**config.mk**
```make
export PLATFORM = sky130hd
export DESIGN_NAME = pipe_stage_elastic
export DESIGN_NICKNAME = d
export VERILOG_FILES = /design/src/rtl/pipe_stage_elastic_pkg.sv /design/src/rtl/pipe_stage_elastic_entry.sv /design/src/rtl/pipe_stage_elastic.sv
export SDC_FILE = /design/constraint.sdc
export NUM_CORES = 1
export LEC_CHECK = 0
export BUFFER_PORTS_ARGS = -buffer_cell sky130_fd_sc_hd__buf_2
export CAP_MARGIN = 20
export CORE_ASPECT_RATIO = 0.9
export CORE_MARGIN = 2
export CORE_UTILIZATION = 35
export CTS_BUF_LIST = sky130_fd_sc_hd__clkbuf_4 sky130_fd_sc_hd__clkbuf_8
export DETAILED_ROUTE_END_ITERATION = 12
export PLACE_DENSITY = 0.67
export SYNTH_ARGS = -nofsm -noshare
export SYNTH_HDL_FRONTEND = slang
export SYNTH_SLANG_ARGS = --single-unit
```
**constraint.sdc**
```tcl
create_clock -name CLK -period 2.45 [get_ports CLK]
set_clock_uncertainty 0.15 [all_clocks]
set_input_delay 0.1225 -clock CLK [delete_from_list [all_inputs] [get_ports CLK]]
set_output_delay 0.1225 -clock CLK [all_outputs]
set_load 0.01 [all_outputs]
```
**src/rtl/pipe_stage_elastic_pkg.sv**
```systemverilog
// Shared pipeline definitions: control bit indices, data field layout
// and the occupancy encoding used by the elastic stage register.
package pipe_pkg;

    localparam int CTRL_W_DEF    = 5;
    localparam int DATA_W_DEF    = 128;

    localparam int CTRL_MEMWR    = 0;
    localparam int CTRL_BRANCH   = 1;
    localparam int CTRL_JUMP     = 2;
    localparam int CTRL_MEMTOREG = 3;
    localparam int CTRL_REGWR    = 4;

    localparam int FLD_W         = 32;
    localparam int OFF_BUSB      = 0;
    localparam int OFF_ALUOUT    = 32;
    localparam int OFF_TARGET    = 64;
    localparam int OFF_RD        = 96;

    typedef enum logic [1:0] {
        ST_EMPTY = 2'd0,
        ST_ONE   = 2'd1,
        ST_FULL  = 2'd2
    } occ_t;

    // The skid entry is only ever valid while main is valid
    function automatic occ_t occ_of(input logic mv, input logic sv);
        if (sv)
            return ST_FULL;
        else if (mv)
            return ST_ONE;
        else
            return ST_EMPTY;
    endfunction

endpackage

```
**src/rtl/pipe_stage_elastic_entry.sv**
```systemverilog
// One pipeline slot: valid, control and data registers.
// Priority is flush over load over drop; flush leaves data untouched.
module pipe_entry
    import pipe_pkg::*;
#(
    parameter int CTRL_W = CTRL_W_DEF,
    parameter int DATA_W = DATA_W_DEF
)(
    input  logic              CLK,
    input  logic              Resetn,
    input  logic              i_load,
    input  logic              i_drop,
    input  logic              i_flush,
    input  logic [CTRL_W-1:0] i_ctrl,
    input  logic [DATA_W-1:0] i_data,
    output logic              o_valid,
    output logic [CTRL_W-1:0] o_ctrl,
    output logic [DATA_W-1:0] o_data
);

    logic              r_valid;
    logic [CTRL_W-1:0] r_ctrl;
    logic [DATA_W-1:0] r_data;

    always_ff @(negedge CLK or negedge Resetn) begin
        if (!Resetn) begin
            r_valid <= 1'b0;
            r_ctrl  <= '0;
        end else if (i_flush) begin
            r_valid <= 1'b0;
            r_ctrl  <= '0;
        end else if (i_load) begin
            r_valid <= 1'b1;
            r_ctrl  <= i_ctrl;
        end else if (i_drop) begin
            r_valid <= 1'b0;
        end
    end

    always_ff @(negedge CLK or negedge Resetn) begin
        if (!Resetn)
            r_data <= '0;
        else if (i_load && !i_flush)
            r_data <= i_data;
    end

    assign o_valid = r_valid;
    assign o_ctrl  = r_ctrl;
    assign o_data  = r_data;

endmodule

```
**src/rtl/pipe_stage_elastic.sv**
```systemverilog
// Elastic pipeline stage register with valid/ready handshake, flush,
// optional two-entry skid buffer and a saturating bubble counter.
module pipe_stage_elastic
    import pipe_pkg::*;
#(
    parameter int CTRL_W = CTRL_W_DEF,
    parameter int DATA_W = DATA_W_DEF,
    parameter int SKID   = 1,
    parameter int CNT_W  = 16
)(
    input  logic              CLK,
    input  logic              Resetn,
    input  logic              in_valid,
    output logic              in_ready,
    input  logic [CTRL_W-1:0] in_ctrl,
    input  logic [DATA_W-1:0] in_data,
    input  logic              flush,
    output logic              out_valid,
    input  logic              out_ready,
    output logic [CTRL_W-1:0] out_ctrl,
    output logic [DATA_W-1:0] out_data,
    output logic [CNT_W-1:0]  bubble_cnt
);

    logic              w_accept;
    logic              w_retire;
    logic              w_main_v;
    logic [CTRL_W-1:0] w_main_ctrl;
    logic [DATA_W-1:0] w_main_data;
    logic [CNT_W-1:0]  r_bubble;

    assign w_accept = in_valid & in_ready;
    assign w_retire = out_valid & out_ready;

    generate
        if (SKID != 0) begin : g_skid
            logic              w_skid_v;
            logic [CTRL_W-1:0] w_skid_ctrl;
            logic [DATA_W-1:0] w_skid_data;
            logic              w_main_load;
            logic              w_main_drop;
            logic              w_from_skid;
            logic              w_skid_load;
            logic              w_skid_drop;
            occ_t              w_occ;

            assign w_occ = occ_of(w_main_v, w_skid_v);

            always_comb begin
                w_main_load = 1'b0;
                w_main_drop = 1'b0;
                w_from_skid = 1'b0;
                w_skid_load = 1'b0;
                w_skid_drop = 1'b0;
                unique case (w_occ)
                    ST_EMPTY: begin
                        w_main_load = w_accept;
                    end
                    ST_ONE: begin
                        if (w_retire) begin
                            w_main_load = w_accept;
                            w_main_drop = !w_accept;
                        end else begin
                            w_skid_load = w_accept;
                        end
                    end
                    ST_FULL: begin
                        w_main_load = w_retire;
                        w_from_skid = w_retire;
                        w_skid_drop = w_retire;
                    end
                    default: begin
                        w_main_load = 1'b0;
                    end
                endcase
            end

            pipe_entry #(
                .CTRL_W (CTRL_W),
                .DATA_W (DATA_W)
            ) u_main (
                .CLK     (CLK),
                .Resetn  (Resetn),
                .i_load  (w_main_load),
                .i_drop  (w_main_drop),
                .i_flush (flush),
                .i_ctrl  (w_from_skid ? w_skid_ctrl : in_ctrl),
                .i_data  (w_from_skid ? w_skid_data : in_data),
                .o_valid (w_main_v),
                .o_ctrl  (w_main_ctrl),
                .o_data  (w_main_data)
            );

            pipe_entry #(
                .CTRL_W (CTRL_W),
                .DATA_W (DATA_W)
            ) u_skid (
                .CLK     (CLK),
                .Resetn  (Resetn),
                .i_load  (w_skid_load),
                .i_drop  (w_skid_drop),
                .i_flush (flush),
                .i_ctrl  (in_ctrl),
                .i_data  (in_data),
                .o_valid (w_skid_v),
                .o_ctrl  (w_skid_ctrl),
                .o_data  (w_skid_data)
            );

            // Registered ready: never a combinational path from out_ready
            assign in_ready = !w_skid_v;
        end else begin : g_single
            assign in_ready = !w_main_v | out_ready;

            pipe_entry #(
                .CTRL_W (CTRL_W),
                .DATA_W (DATA_W)
            ) u_main (
                .CLK     (CLK),
                .Resetn  (Resetn),
                .i_load  (w_accept),
                .i_drop  (w_retire),
                .i_flush (flush),
                .i_ctrl  (in_ctrl),
                .i_data  (in_data),
                .o_valid (w_main_v),
                .o_ctrl  (w_main_ctrl),
                .o_data  (w_main_data)
            );
        end
    endgenerate

    always_ff @(negedge CLK or negedge Resetn) begin
        if (!Resetn)
            r_bubble <= '0;
        else if (!out_valid && (r_bubble != '1))
            r_bubble <= r_bubble + CNT_W'(1);
    end

    assign out_valid  = w_main_v;
    assign out_ctrl   = w_main_ctrl & {CTRL_W{w_main_v}};
    assign out_data   = w_main_data;
    assign bubble_cnt = r_bubble;

endmodule

```
---- Yosys cells after proc, flatten, opt, wreduce, memory -nomap -nowiden ----
Index checks and enable logic that the tools add are counted.
operators by class
  eq/ne operators ......................... 3
  bitwise gates (word level) .............. 3
  reduce and logical (&&, ||, !) cells .... 12
  add/sub/neg operators ................... 1
  multiplexer cells ....................... 21
operators by type and width
  operator                 number
  $mux W128                1
  $mux W5                  5
  $add A16 B1 Y16 const B  1
  $ne A16 B16 Y1 const B   1
  $mux W1                  13
  $reduce_bool A3 Y1       2
  $and A5 B5 Y5            1
  $logic_not A1 Y1         4
  $reduce_bool A2 Y1       2
  $logic_and A1 B1 Y1      3
  $pmux W1 S3              1
  $and A1 B1 Y1            2
  $eq A2 B1 Y1 const B     1
  $eq A2 B2 Y1 const B     1
  $logic_not A2 Y1         1
  $mux W2                  1
word-level totals
  output and inout port bits .............. 151
  bits in registers ....................... 284
  input bits .............................. 138
  word-level logic and storage cells ...... 47

---- Longest topological paths before layout ----
Gate-level depths: netlist of the first run.
  depth after elaboration ................. 8
  depth in mapped cells ................... 7
  gate-level depth less buffers ........... 5

---- By module ----
From an unflattened synthesis of the first run, not the netlist that was laid out.
second synthesis, totals
  cells, all modules ...................... 819
  area total of the unflattened synthesis .. 13594.3 µm²
by module, submodules not included
  module              area an instance (µm²)  cells each  times used  seq. area each (µm²)
  pipe_entry          5536.6                  291         2           3353.2
  pipe_stage_elastic  2521.2                  237         1           400.4

==> reports/results.txt, run 1 <==
global placement routability congestion: 0.7717
final setup margin: -383.1 ps
cell count after synthesis: 946
Synth area leader: dfrtn_1
clock sinks: 284
Routed Antenna Nets: 0
kind of critical path: reg -> out
GRT overflow: 0
CP arrival: 2560 ps
Slew Viols, Final: 0
Sequential Power Share: 0.451
R2R setup slack: 300 ps
drt pass-1 iters: 4
Post-route DRC: 0
synth top area cells: dfrtn_1 60%, mux2i_1 11%, mux2_2 6.5%
WL/cell: 16.24 um
Clk Tree Root Cell: clkbuf_8
synth warn: 0
Worst IR Drop VDD: 0.0005348 V
commonest non-fill, non-tap cell in the layout: dfrtn_1
TritonCTS clock tree: built
Clock Path Buffers: 3
CTS Buf Count: 49
register area share after synthesis: 0.5962
worst-margin pin slew: 506.0 ps
drt via density: 4.686
I/O pin count: 289
share of post-route cells with drive strength above 1: 0.4549
vias in the first global route: 8,757
Total GRT Usage: 0.1625
CTS HTree Levels: 2
run status: finished, violations left
Post-DP HPWL: 20,390 um
final hold violation count: 0
Core ar.: 0.03379 mm^2
synth-to-layout area growth: 38.92%
first-pass GRT wire length: 45,690 um
# nets final: 1,487
Crit path required time: 2180 ps
via count: 8,674
Sw Share: 0.2768
Worst setup EP type: output port
metal2 WL: 13,880 um
initial antenna violation count: 7
Routed WL: 30,060 um
1st-iter DRT viols: 192
Slew headroom: 0.6614
largest net degree at the start of global routing: 69
Starting Density: 0.3527
top cell type's share of synthesized area: 0.5962
type of origin of the critical path: flop
Top Layer Used: met5
Max-cap violations: 0
Distinct cells, synth: 30
Net Sw Power: 0.003972 W
area of the die: 0.03555 mm^2
# port buffers: 288
combinational power share: 0.220
CTS clk-pin slew, worst paths: 40 ps
setup_tns: -20,870 ps
# rows: 64
Die Span X: 198.5 um
internal power: 0.01038 W
#FFs+latches synth: 284
clock latency at the later pin of the worst-skew pair: 540 ps
violated checks: negative setup slack
Die Span Y: 179.1 um
Util after Layout: 0.4900
RSZ-0062 raised after global routing: yes
# setup viols final: 151
CP Max Fanout: 6
M1 WL: 13,150 um
static leakage: 8.390 nW
synthesized net count: 1,085
worst hold path class: reg -> reg
Met3 Routed Length: 1853 um
PwrDens: 866.5 mW/mm^2
Clk pwr share: 0.329
most frequent cells in the layout: 284 x dfrtn_1, 232 x buf_2, 131 x nor2_1
Post-Syn Area per Cell: 12.60 um^2
Mapped Area: 0.01192 mm^2
-- power by group through the flow --
stage	registers, W	logic, W	clock network (W)
6_report	0.00647	0.00316	0.00472
5_1_grt	0.00661	0.00346	0.00508
4_1_cts	0.00645	0.00296	0.00487
3_5_place_dp	0.00656	0.00256	0
3_3_place_gp	0.00651	0.00247	0
2_1_floorplan	0.00666	0.00131	0
-- Yosys cell counts --
cell type	n
dfrtn_1	284
nor2_1	132
a21oi_1	129
mux2i_1	128
mux2_2	69
mux2_1	65
buf_2	34
clkbuf_1	15
buf_4	13
a22o_1	10
xnor2_1	10
nand2_1	8
nand4_1	7
and2_1	6
nand3_1	5
xor2_1	5
and3_1	4
and4_1	4
nor3_1	4
inv_1	2
nor2b_1	2
nor4_1	2
a221oi_1	1
a41oi_2	1
ha_1	1
nand2b_1	1
nor3b_1	1
nor4_2	1
nor4_4	1
o21ai_0	1
-- sequential cells by signal (all words and copies together), names as in the netlist --
name and flops:
g_skid.u_skid.o_ctrl 5, g_skid.u_skid.o_data 128, g_skid.u_main.o_valid 1, g_skid.u_main.o_data 128, g_skid.u_skid.o_valid 1, g_skid.u_main.o_ctrl 5
bubble_cnt 16
-- cell type report --
type	instances	area, um^2
tap	462	578.1
fill	2988	17230
clock inverter	9	100.1
antenna	4	10.01
timing repair buffer	413	3067
inverter	2	7.507
clock buffer	79	987.2
multi-input combinational	598	4703
sequential	284	7107
-- through the flow --
stage	total power, W	instances	instance area [um^2]	hold slack (ps)	setup slack (ps)
detailed placement	0.009128	1686	14550	284.4	-505.3
floorplan	0.007970	946	12330	268.0	-349.6
finish	0.01435	1851	16560	279.2	-383.1
CTS	0.01428	1817	16200	284.3	-415.8
global placement	0.008981	1686	14550	276.5	-504.0
global route	0.01515	1850	16560	292.8	-447.4
-- timing repair --
| item | CTS | global route |
|---|---|---|
| endpoints found under the hold margin | 0 | 0 |
| buffers inserted | 43 | 30 |
| hold buffers | 0 | 0 |
| endpoints found under the setup margin | 151 | 156 |
| resized for setup | 59 | 21 |
-- logic make-up (layout without fill, tap and decap cells) --
kind of cell,Yosys count,count (layout),synth area share
AOI/OAI and AO/OA,142,142,0.06403
other,0,4,0
muxes,262,262,0.2341
DFF,284,284,0.5962
and+or+nand+nor,178,178,0.06581
buffers and inverters,64,503,0.02782
xor gates and xnor gates,15,15,0.01102
adders and majority gates,1,1,0.001049
-- path summary, 6_finish.rpt --
| path | depth (start not counted) | start | to |
|---|---|---|---|
| setup / recovery | 3 | g_skid.u_main.o_valid$_DFFE_NN0P_ | out_ctrl[2] |
| hold / removal | 1 | g_skid.u_skid.o_data[52]$_DFFE_NN0P_ | g_skid.u_skid.o_data[52]$_DFFE_NN0P_ |
| setup reg to reg | 7 | g_skid.u_main.o_valid$_DFFE_NN0P_ | g_skid.u_skid.o_data[44]$_DFFE_NN0P_ |
| hold reg to reg | 1 | g_skid.u_skid.o_data[52]$_DFFE_NN0P_ | g_skid.u_skid.o_data[52]$_DFFE_NN0P_ |
| max in group asynchronous | 3 | Resetn | g_skid.u_skid.o_data[20]$_DFFE_NN0P_ |
| min in group asynchronous | 1 | Resetn | g_skid.u_skid.o_data[69]$_DFFE_NN0P_ |
-- metal layers --
metal | GRT usage | vias up
met4 | 0.07618 | 6
met3 | 0.04345 | 78
met1 | 0.2111 | 4221
met5 | 0 | -
li1 | - | 4137
met2 | 0.2538 | 232
-- worst max-delay path: stages, from the launching register on --
cell and delay [ps]:
dfrtn_1 420, buf_6 130, and2_4 140, buf_6 110
Note: power is estimated with default switching activity, not from simulation.
==> run 2, diff against run 1 <==
- SETUP_SLACK_MARGIN: not set -> 0.5
==> run 2 against run 1 <==
  * The run still ends with negative setup slack left
  * Sequential share of layout area down 9.0 points
  * First-iteration DRC count increased by 95%
  * Combinational power is 49% higher
  * Via count rose by 15%
  * Sequential power rose by 3.7%
  * Final area up 27%
  * Routed wire length grew 37%
  * Hold slack gained 27 ps
  * Setup slack lost 50 ps
  * Power increased by 12%
  * Critical path depth unchanged
  * Largest power group unchanged
==> reports/results.txt, run 2 (synthesized netlist as in run 1, its figures left out) <==
CP arrival: 2610 ps (was 2560 ps)
Routed Antenna Nets: 0 (unchanged)
met1 usage: 0.2671 (was 0.2111)
# port buffers: 288 (unchanged)
GRT met2 Usage: 0.3456 (was 0.2538)
HP Start: g_skid.u_main.o_data[78]$_DFFE_NN0P_ (was g_skid.u_skid.o_data[52]$_DFFE_NN0P_)
Die Span Y: 179.1 um (unchanged)
first-pass GRT wire length: 56,590 um (was 45,690 um)
combinational power share: 0.293 (was 0.220)
1st-iter DRT viols: 374 (was 192)
GRT overflow: 0 (unchanged)
initial antenna violation count: 6 (was 7)
TritonCTS clock tree: built (unchanged)
# nets final: 1,648 (was 1,487)
Sw Share: 0.2948 (was 0.2768)
Hold Path Stages: 2 (was 1)
CP Max Fanout: 8 (was 6)
Post-DP HPWL: 20,380 um (was 20,390 um)
Sequential Power Share: 0.418 (was 0.451)
kind of critical path: reg -> out (unchanged)
Worst IR Drop VDD: 0.0005567 V (was 0.0005348 V)
RSZ-0062 raised after global routing: yes (unchanged)
Starting Density: 0.3527 (unchanged)
global placement routability congestion: 0.7590 (was 0.7717)
Die Span X: 198.5 um (unchanged)
Clock Path Buffers: 3 (unchanged)
placed cells: 1,703 (was 1,686)
I/O pin count: 289 (unchanged)
Slew headroom: 0.6997 (was 0.6614)
grt met3 use: 0.04703 (was 0.04345)
reg-to-reg endpoint: g_skid.u_main.o_data[34]$_DFFE_NN0P_ (was g_skid.u_skid.o_data[44]$_DFFE_NN0P_)
final setup margin: -433.4 ps (was -383.1 ps)
commonest non-fill, non-tap cell in the layout: dfrtn_1 (unchanged)
WL/cell: 20.55 um (was 16.24 um)
static leakage: 9.817 nW (was 8.390 nW)
via count: 9,952 (was 8,674)
hold buffers post-CTS: 0 (unchanged)
drt via density: 4.956 (was 4.686)
share of post-route cells with drive strength above 1: 0.6811 (was 0.4549)
Clk pwr share: 0.289 (was 0.329)
Hold Path Sink: g_skid.u_main.o_data[78]$_DFFE_NN0P_ (was g_skid.u_skid.o_data[52]$_DFFE_NN0P_)
Most Used Layer, Global Route: met2 (unchanged)
violated checks: negative setup slack (unchanged)
vias in the first global route: 9,994 (was 8,757)
largest net degree at the start of global routing: 55 (was 69)
worst-margin pin slew: 448.8 ps (was 506.0 ps)
Crit path required time: 2180 ps (about the same)
CTS HTree Levels: 2 (unchanged)
Net Sw Power: 0.004734 W (was 0.003972 W)
type of origin of the critical path: flop (unchanged)
drt pass-1 iters: 4 (unchanged)
Reg-to-Reg Start: g_skid.u_skid.o_valid$_DFFE_NN0P_ (was g_skid.u_main.o_valid$_DFFE_NN0P_)
worst hold path class: reg -> reg (unchanged)
synth-to-layout area growth: 75.81% (was 38.92%)
clock latency at the later pin of the worst-skew pair: 560 ps (was 540 ps)
run status: finished, violations left (unchanged)
Max-cap violations: 0 (unchanged)
internal power: 0.01132 W (was 0.01038 W)
# setup viols final: 169 (was 151)
Routed WL: 41,260 um (was 30,060 um)
CTS Buf Count: 49 (unchanged)
Worst setup EP type: output port (unchanged)
Post-route DRC: 0 (unchanged)
pre-CTS WS: -485.6 ps (was -505.3 ps)
Clk Tree Root Cell: clkbuf_8 (unchanged)
most frequent cells in the layout: 284 x dfrtn_1, 234 x buf_2, 134 x mux2_4 (was 284 x dfrtn_1, 232 x buf_2, 131 x nor2_1)
R2R depth: 10 (was 7)
worst hold slack: 305.8 ps (was 279.2 ps)
Total GRT Usage: 0.2069 (was 0.1625)
PwrDens: 766.2 mW/mm^2 (was 866.5 mW/mm^2)
area of the die: 0.03555 mm^2 (unchanged)
Slew Viols, Final: 0 (unchanged)
CTS clk-pin slew, worst paths: 40 ps (about the same)
Non-Filler Instances: 2,008 (was 1,851)
final hold violation count: 0 (unchanged)
# rows: 64 (unchanged)
Filler Cells Inserted: 2,433 (was 2,988)
clock sinks: 284 (unchanged)
Core ar.: 0.03379 mm^2 (unchanged)
R2R setup slack: 240 ps (was 300 ps)
==> run 2: repair_timing <==
action / CTS / global route
endpoints found under the setup margin: 413 / 426
gates cloned: 40 / 8
pin swaps: 17 / 62
buffers inserted: 99 / 70
gates resized for setup: 339 / 276
==> run 2: metrics by stage <==
| step | setup TNS, ps | area, um^2 | util | power [W] |
|---|---|---|---|---|
| after floorplan | -58390 | 12370 | - | 0.007980 |
| after CTS | -28570 | 18940 | 0.5604 | 0.01506 |
| after detailed placement | -112330 | 14650 | 0.4335 | 0.009149 |
| after global routing | -31210 | 20950 | 0.6201 | 0.01679 |
| after global placement | -105400 | 14650 | 0.4335 | 0.009014 |
| final | -24490 | 20960 | 0.6202 | 0.01606 |
==> run 2: cell type report <==
| type | count | area (um^2) | share of cell area |
|---|---|---|---|
| Antenna cell | 3 | 7.507 | 0.0003582 |
| Tap cell | 462 | 578.1 | 0.02758 |
| Timing Repair Buffer | 574 | 5862 | 0.2797 |
| Clock buffer | 78 | 973.4 | 0.04645 |
| Multi-Input combinational cell | 598 | 6349 | 0.3029 |
| Clock inverter | 7 | 70.07 | 0.003343 |
| Sequential cell | 284 | 7107 | 0.3391 |
| Inverter | 2 | 10.01 | 0.0004776 |
==> run 2: how the worst max path moves through the flow <==
stage	slack, ps	startpoint	depth (start not counted)	endpoint
floorplan	-350	flush	5	g_skid.u_skid.o_data[100]$_DFFE_NN0P_
global placement	-450	out_ready	5	g_skid.u_skid.o_data[19]$_DFFE_NN0P_
detailed placement	-490	out_ready	5	g_skid.u_skid.o_data[84]$_DFFE_NN0P_
CTS	-470	g_skid.u_main.o_valid$_DFFE_NN0P_	3	out_ctrl[3]
global route	-480	g_skid.u_main.o_valid$_DFFE_NN0P_	3	out_ctrl[3]
finish	-430	g_skid.u_main.o_valid$_DFFE_NN0P_	3	out_ctrl[3]
==> run 2: layer usage <==
metal / up-vias / wire, um
li1: 4481 / -
met1: 5090 / 17160
met2: 291 / 20720
met3: 84 / 2292
met4: 6 / 1042
met5: - / 43
==> run 2: critical path, stage by stage (launching register included) <==
cell and delay, ps:
dfrtn_1 430, buf_12 140, and2_4 170, buf_6 100
==> run 2: power groups by stage <==
| stage | registers, W | clock network (W) | logic [W] |
|---|---|---|---|
| 6_report | 0.00671 | 0.00465 | 0.00470 |
| 5_1_grt | 0.00681 | 0.00496 | 0.00502 |
| 4_1_cts | 0.00651 | 0.00469 | 0.00386 |
| 3_5_place_dp | 0.00656 | 0 | 0.00259 |
| 3_3_place_gp | 0.00652 | 0 | 0.00250 |
| 2_1_floorplan | 0.00666 | 0 | 0.00132 |
